[config.mk]
export PLATFORM = sky130hd
export DESIGN_NAME = dff_chain_arbiter
export DESIGN_NICKNAME = d
export VERILOG_FILES = /design/src/rtl/dff_chain_arbiter.sv
export SDC_FILE = /design/constraint.sdc
export NUM_CORES = 1
export LEC_CHECK = 0
export ABC_AREA = 1
export CORE_ASPECT_RATIO = 2
export CORE_UTILIZATION = 35
export CTS_CLUSTER_DIAMETER = 30
export DETAILED_ROUTE_END_ITERATION = 10
export MAX_ROUTING_LAYER = met4
export PLACE_DENSITY = 0.6
export REMOVE_ABC_BUFFERS = 1
export SLEW_MARGIN = 20
export SYNTH_ARGS = -nofsm -noshare
export SYNTH_HDL_FRONTEND = slang
export SYNTH_SLANG_ARGS = --single-unit
export TNS_END_PERCENT = 5
[constraint.sdc]
create_clock -name clk -period 3.19 [get_ports clk]
set_input_delay 0.638 -clock clk [delete_from_list [all_inputs] [get_ports clk]]
set_output_delay 0.638 -clock clk [all_outputs]
set_load 0.02 [all_outputs]
[src/rtl/dff_chain_arbiter.sv]
// dff_chain_arbiter
//   Shares one external serial DFF chain among NUM_REQ requesters. A
//   round-robin arbiter picks a requester, latches its word and shifts it
//   MSB-first into chain stage 0. The chain is cleared between frames. A
//   one-cycle frame_done pulse marks the cycle in which the whole frame sits
//   in the chain.
//
//   Optional feature macro: PARITY_EN
//     When defined, an even-parity bit (XOR of the word) follows the LSB. The
//     frame is then WIDTH+1 bits long, and the chain must have WIDTH+1 stages.
//
// Ports
//   clk          rising-edge clock
//   rst_n        asynchronous active-low reset
//   req          per-requester level request
//   req_data     requester i's word at [i*WIDTH +: WIDTH]
//   gnt          one-hot grant pulse, high in the first SHIFT cycle
//   chain_d      serial bit into chain stage 0
//   chain_clr    clear for every chain stage (high while IDLE)
//   busy         frame in progress (SHIFT or DONE)
//   frame_done   chain holds the complete frame this cycle
//   frame_owner  index of the current or last granted requester
module dff_chain_arbiter #(
  parameter int NUM_REQ = 4,
  parameter int WIDTH   = 8,
  parameter int IDW     = 2
) (
  input  logic                     clk,
  input  logic                     rst_n,
  input  logic [NUM_REQ-1:0]       req,
  input  logic [NUM_REQ*WIDTH-1:0] req_data,
  output logic [NUM_REQ-1:0]       gnt,
  output logic                     chain_d,
  output logic                     chain_clr,
  output logic                     busy,
  output logic                     frame_done,
  output logic [IDW-1:0]           frame_owner
);

`ifdef PARITY_EN
  localparam int SHIFT_LEN = WIDTH + 1;
`else
  localparam int SHIFT_LEN = WIDTH;
`endif
  localparam int CW = $clog2(SHIFT_LEN + 1);

  localparam logic [1:0] ST_IDLE  = 2'd0;
  localparam logic [1:0] ST_SHIFT = 2'd1;
  localparam logic [1:0] ST_DONE  = 2'd2;

  logic [1:0]           state_q, state_d;
  logic [SHIFT_LEN-1:0] sr_q, sr_d;
  logic [CW-1:0]        cnt_q, cnt_d;
  logic [IDW-1:0]       last_q, last_d;
  logic [IDW-1:0]       owner_q, owner_d;
  logic [NUM_REQ-1:0]   gnt_q, gnt_d;

  logic                 any_req;
  logic [IDW-1:0]       win;
  logic [WIDTH-1:0]     win_word;
  logic [SHIFT_LEN-1:0] win_frame;

  function automatic int wrap(input int v);
    return (v >= NUM_REQ) ? v - NUM_REQ : v;
  endfunction

  // Round-robin search starting one past the last winner. The first hit wins.
  always_comb begin
    any_req  = 1'b0;
    win      = '0;
    win_word = '0;
    for (int i = 1; i <= NUM_REQ; i++) begin
      if (!any_req && req[wrap(int'(last_q) + i)]) begin
        any_req  = 1'b1;
        win      = IDW'(wrap(int'(last_q) + i));
        win_word = req_data[wrap(int'(last_q) + i)*WIDTH +: WIDTH];
      end
    end
  end

`ifdef PARITY_EN
  assign win_frame = {win_word, ^win_word};
`else
  assign win_frame = win_word;
`endif

  always_comb begin
    state_d = state_q;
    sr_d    = sr_q;
    cnt_d   = cnt_q;
    last_d  = last_q;
    owner_d = owner_q;
    gnt_d   = '0;
    case (state_q)
      ST_IDLE: begin
        if (any_req) begin
          state_d = ST_SHIFT;
          sr_d    = win_frame;
          cnt_d   = '0;
          last_d  = win;
          owner_d = win;
          gnt_d   = NUM_REQ'(1) << win;
        end
      end
      ST_SHIFT: begin
        sr_d  = {sr_q[SHIFT_LEN-2:0], 1'b0};
        cnt_d = cnt_q + CW'(1);
        if (cnt_q == CW'(SHIFT_LEN - 1)) state_d = ST_DONE;
      end
      ST_DONE:  state_d = ST_IDLE;
      default:  state_d = ST_IDLE;
    endcase
  end

  always_ff @(posedge clk or negedge rst_n) begin
    if (!rst_n) begin
      state_q <= ST_IDLE;
      sr_q    <= '0;
      cnt_q   <= '0;
      last_q  <= IDW'(NUM_REQ - 1);
      owner_q <= '0;
      gnt_q   <= '0;
    end else begin
      state_q <= state_d;
      sr_q    <= sr_d;
      cnt_q   <= cnt_d;
      last_q  <= last_d;
      owner_q <= owner_d;
      gnt_q   <= gnt_d;
    end
  end

  // All outputs decode registered state, so an async reset reaches them at once.
  assign gnt         = gnt_q;
  assign chain_d     = (state_q == ST_SHIFT) & sr_q[SHIFT_LEN-1];
  assign chain_clr   = (state_q == ST_IDLE);
  assign busy        = (state_q != ST_IDLE);
  assign frame_done  = (state_q == ST_DONE);
  assign frame_owner = owner_q;

endmodule
== Yosys cells after proc, flatten, opt, wreduce, memory -nomap -nowiden ==
Cells that the tools add are included.

* Add/sub/neg operators: 9
* Order comparisons: 8
* Equal/unequal tests: 5
* Shift-type cells: 5
* Muxes and demuxes: 37
* Bitwise logic cells: 1
* Reduce and logical (&&, ||, !) cells: 12

{| class="wikitable"
|+ Operators with widths
! cell !! count
|-
| 32-bit by 4-bit less-than comparator with 1-bit output, second input constant || 4
|-
| 32-bit 2-to-1 mux || 4
|-
| 32-bit by 32-bit variable part select with 8-bit output || 4
|-
| 8-bit 2-to-1 mux || 5
|-
| 8-bit one-hot mux with 2 select lines || 1
|-
| 1-bit 2-to-1 mux || 12
|-
| 2-bit 2-to-1 mux || 6
|-
| 4-bit 2-to-1 mux || 3
|-
| 3-bit by 3-bit subtractor with 4-bit output, second input constant || 3
|-
| 3-bit >= comparator, second input constant || 3
|-
| 1-bit binary-select mux with 2-bit select || 4
|-
| 4-bit one-hot mux with 2 select lines || 1
|-
| 2-bit by 2-bit adder with 3-bit output, second input constant || 2
|-
| 2-bit AND reduction || 3
|-
| 4-bit by 3-bit subtractor with 5-bit output, second input constant || 1
|-
| 2-bit by 3-bit adder with 4-bit output, second input constant || 1
|-
| 4-bit by 1-bit adder with 4-bit output, second input constant || 1
|-
| 4-bit by 3-bit == test with 1-bit output, second input constant || 1
|-
| 4-bit by 3-bit >= comparator with 1-bit output, second input constant || 1
|-
| 2-bit one-hot mux with 2 select lines || 1
|-
| 2-bit nonzero test || 2
|-
| 1-bit by 2-bit << shifter with 4-bit output, first input constant || 1
|-
| 2-bit by 1-bit adder with 3-bit output, second input constant || 1
|-
| 1-bit logical AND || 3
|-
| 7 further kinds || 9
|}

* Flip-flop bits (word level): 22
* Input bits: 38
* Word-level logic and storage cells: 83

== Depth between registers and ports, before layout ==
* Depth after elaboration: 19
* Mapped depth: 17
* Gate-level depth less buffers: 12

== Worst setup path before layout ==
No wires, ideal clock.

* Path type: reg2reg
* From: register last_q[1]
* To: register sr_q[3]
* Setup time: 125 ps
* Data arrival time: 2320 ps
* Data required time: 3065 ps
* Slack: 746 ps
* Stages on the path, launching flop included: 16
* Buffers on the path: 5
* Cell sequence: dfstp_2 inv_1 buf_2 clkbuf_1 ha_1 buf_6 inv_2 buf_6 nand3_1 nand2_2 nand4_2 buf_2 nor2_1 nor2_1 nand2_1 nand3_1

* Cells in the longest elaborated chain, start to end: 18
* Elaborated cells on any way between the ends: 50

{| class="wikitable"
|+ Ends and longest elaborated chain
! element !! RTL line !! text
|-
| start, declared || 54 || <nowiki>logic [IDW-1:0] last_q, last_d;</nowiki>
|-
| start signal, assigned || 120 || <nowiki>last_q <= IDW'(NUM_REQ - 1);</nowiki>
|-
| start signal, assigned || 127 || <nowiki>last_q <= last_d;</nowiki>
|-
| 2-bit by 1-bit adder with 3-bit output || 73, 76 ||
|-
| 3-bit by 3-bit subtractor with 4-bit output / 3-bit >= comparator (equally long branches) || 64 || <nowiki>return (v >= NUM_REQ) ? v - NUM_REQ : v;</nowiki>
|-
| 32-bit 2-to-1 mux || 64 ||
|-
| 1-bit binary-select mux with 2-bit select || 73 || <nowiki>if (!any_req && req[wrap(int'(last_q) + i)]) begin</nowiki>
|-
| 1-bit 2-to-1 mux (implied by the code) (2 in series) || 73 ||
|-
| 1-bit 2-to-1 mux || 73 ||
|-
| 1-bit logical NOT || 73 ||
|-
| 1-bit logical AND || 73 ||
|-
| 1-bit 2-to-1 mux || 73 ||
|-
| 1-bit logical NOT || 73 ||
|-
| 1-bit logical AND || 73 ||
|-
| 1-bit 2-to-1 mux || 73 ||
|-
| 1-bit logical NOT || 73 ||
|-
| 1-bit logical AND || 73 ||
|-
| 8-bit 2-to-1 mux / 1-bit 2-to-1 mux (equally long branches) || 73 ||
|-
| 8-bit 2-to-1 mux / 2-bit by 1-bit inequality test with 1-bit output (equally long branches) || - ||
|-
| 8-bit one-hot mux with 2 select lines / 2-bit AND reduction (equally long branches) || - ||
|-
| end signal, assigned || 125 || <nowiki>sr_q <= sr_d;</nowiki>
|-
| end, declared || 52 || <nowiki>logic [SHIFT_LEN-1:0] sr_q, sr_d;</nowiki>
|}

Several ways; a longest one is shown, not always the timed one. The select of a mux whose other input is x is not followed.
A chain may end at the register's enable or synchronous reset.

== Worst setup path after layout ==
* From: register last_q[0]
* To: register sr_q[5]

The elaborated chain is that of the path after synthesis.

==> flow_summary.toml <==
[run_status]
status = "finished clean"

[worst_setup_path]
crit_path_max_incr_delay_ps = 550
cp.arrival_ps = 2710
path_delay_family = "simple AND/OR/NAND/NOR gates"
r2r_cells = 12
critPathBufInv = 4
cp-start-kind = "flop"
crit_slowest_cell = "dfstp_2"
crit_cells = 12
crit_path_end_kind = "flop"
cpMostUsedCell = "nand2_1"
worstSetupPathType = "reg2reg"
reg2reg_from = "last_q[0]"
cp.required_ps = 3330
critPathMaxFanout = 26
r2r_slack_ps = 630
worstPathCellList = "inv_4 > ha_1 > inv_2 > nand3_1 > nand2_2 > inv_1 > nand4_1 > nand2_1 > buf_4 > o21ai_0 > nand2_1 > nand2_1"
r2r-end = "sr_q[5]"

[clocking]
clkTransAtPathRegs_ps = 60
numCtsBuffers = 3
cts_sinks = 22
ctsResizeCount = 0
htreeDepth = 1
cts_tree = "done"
clock_latency_ps = 250
clk_path_buf_depth = 2
postCtsSetupRepairBufs = 0
clock-root-buffer = "clkbuf_16"
cts_hold_buf = 0

[placement]
pre_cts_ws_ps = 612.2
placed_cells = 536
placed_cell_area_um2 = 2859
place_congestion = 0.9403
hpwl_mm = 5.112
numPortBuffers = 47

[drt]
drt-total-wl_mm = 6.525
num_vias = 2644
ant_nets = 0
dr.first_iter.drc_count = 180
drtPass1Iterations = 6
drt-wirelength-per-cell_um = 12.08
viasPerCell = 4.896
drc_errors = 0

[finish]
area_growth_pct = 24.48
nets = 497
finalNonFillerCells = 540
layout_commonest_cell = "nand2_1"
mostFrequentLayoutCells = "nand2_1, nand3_1, clkdlybuf4s50_1"
drive_gt1_frac = 0.06858
fin_area_um2 = 2933
diodes = 0

[power]
p_leak_nw = 1.522
ir_drop_mv = 0.3303
pwr_density_cell_nw_per_um2 = 1080

[synthesis]
ys_types = 29
synth-seq-area-share = 0.2347
synth-seq-cells = 22
syn_area_um2 = 2356
syn_inst = 415
avgSynthCellArea_um2 = 5.677
yosysWarningCount = 0

[floorplan]
boundaryPins = 48
fp.dieH_um = 118.0
start_util = 0.3587
die_area_um2 = 7084
num_rows = 42
coreArea_um2 = 6569
die_w_um = 60.02

[timing]
holdWs_ps = 336.2
max_freq_mhz = 390.4
rsz0062_at_grt = "false"
min_period_over_period = 0.8030
maxSlewViolCount = 0
slew_headroom = 0.6723
hold_viol = 0
fin_ws_ps = 628.5
fin_crit_ps = 2561
worst_clock_skew_ps = 2.601
tightest_slew_ps = 491.6
setup-violations-final = 0

[global_route]
antenna_found_initial = 0
grt_pass1_vias = 2402
grt_overflow = 0
grt_usage = 0.2045
grt_max_degree = 58
grt_pass1_wl_mm = 11.03

[min_path]
hp-class = "in2async"

[flow_run]
max-cap-violations = 0
[sequential cells by signal, summed over array words and instances (netlist names)]
name and cells:
cnt_q 4, frame_owner 2, gnt 4, last_q 2, sr_q 8, state_q 2
[how the worst max path moves through the flow]
stage | start | endpoint | slack [ps]
global placement | last_q[0] | sr_q[3] | 660
CTS | last_q[0] | sr_q[5] | 610
finish | last_q[0] | sr_q[5] | 630
global route | last_q[0] | sr_q[5] | 380
floorplan | last_q[0] | sr_q[5] | -80
detailed placement | req[2] | sr_q[0] | 610
[power by group]
group          internal, mW  switching (mW)  total [mW]
clock                 0.170          0.0952       0.265
combinational         0.831            1.58        2.41
sequential            0.415          0.0733       0.488
total                  1.42            1.75        3.17
[layer usage]
| metal | up-vias | track usage | part of all wire |
|---|---|---|---|
| met2 | 53 | 0.3639 | 0.58 |
| li1 | 1385 | - | - |
| met1 | 1201 | 0.2327 | 0.40 |
| met5 | - | - | 0 |
| met3 | 5 | 0.008791 | 0.022 |
| met4 | 0 | 0.06977 | 0.0054 |
[area by class of cell]
class | count | area [um^2]
clock buffers | 4 | 78.83
fillers | 702 | 3636
inverters | 49 | 188.9
multi-input cells | 322 | 1476
flip-flops and latches | 22 | 553.0
well taps | 88 | 110.1
repair buffers | 55 | 525.5
[cell families after synthesis]
kind of cell,Yosys count,share of synthesized area
AND/OR/NAND/NOR,265,0.4822
AO/OA/AOI/OAI,50,0.1089
adder cells (fa/ha/maj),6,0.03186
flip-flops,22,0.2347
XOR/XNOR,1,0.003718
buffers and inverters,71,0.1386
[synthesized netlist by cell type]
master      n  area share
buf_2      11       0.023
buf_6       5       0.024
clkinv_1    1      0.0016
nand2_1   158        0.25
o21ai_0    36       0.076
o211ai_1    1      0.0032
nand4_1     3      0.0080
and2_0      1      0.0027
inv_1      43       0.069
buf_1       1      0.0016
o21ai_1     3      0.0064
a21oi_1     8       0.017
ha_1        6       0.032
nand3b_1    1      0.0032
clkbuf_1    4      0.0064
o22ai_1     1      0.0027
inv_2       3      0.0048
a21boi_1    1      0.0032
buf_4       1      0.0032
nand3_1    65        0.14
inv_4       2      0.0053
nor2_1     25       0.040
xnor2_1     1      0.0037
dfstp_2     2       0.022
or2_2       1      0.0027
nor2_4      2      0.0096
dfrtp_1    20        0.21
nand2_2     8       0.021
nand4_2     1      0.0053
[through the flow]
| step | TNS [ps] | total power [mW] | utilization |
|---|---|---|---|
| 3_5_place_dp | 0 | 2.910 | 0.4352 |
| 4_1_cts | 0 | 3.184 | 0.4472 |
| 6_report | 0 | 3.166 | 0.4465 |
| 3_3_place_gp | 0 | 2.900 | 0.4352 |
| 5_1_grt | 0 | 3.524 | 0.4465 |
| 2_1_floorplan | -343.2 | 2.170 | - |
(Power assumes the default switching activity.)
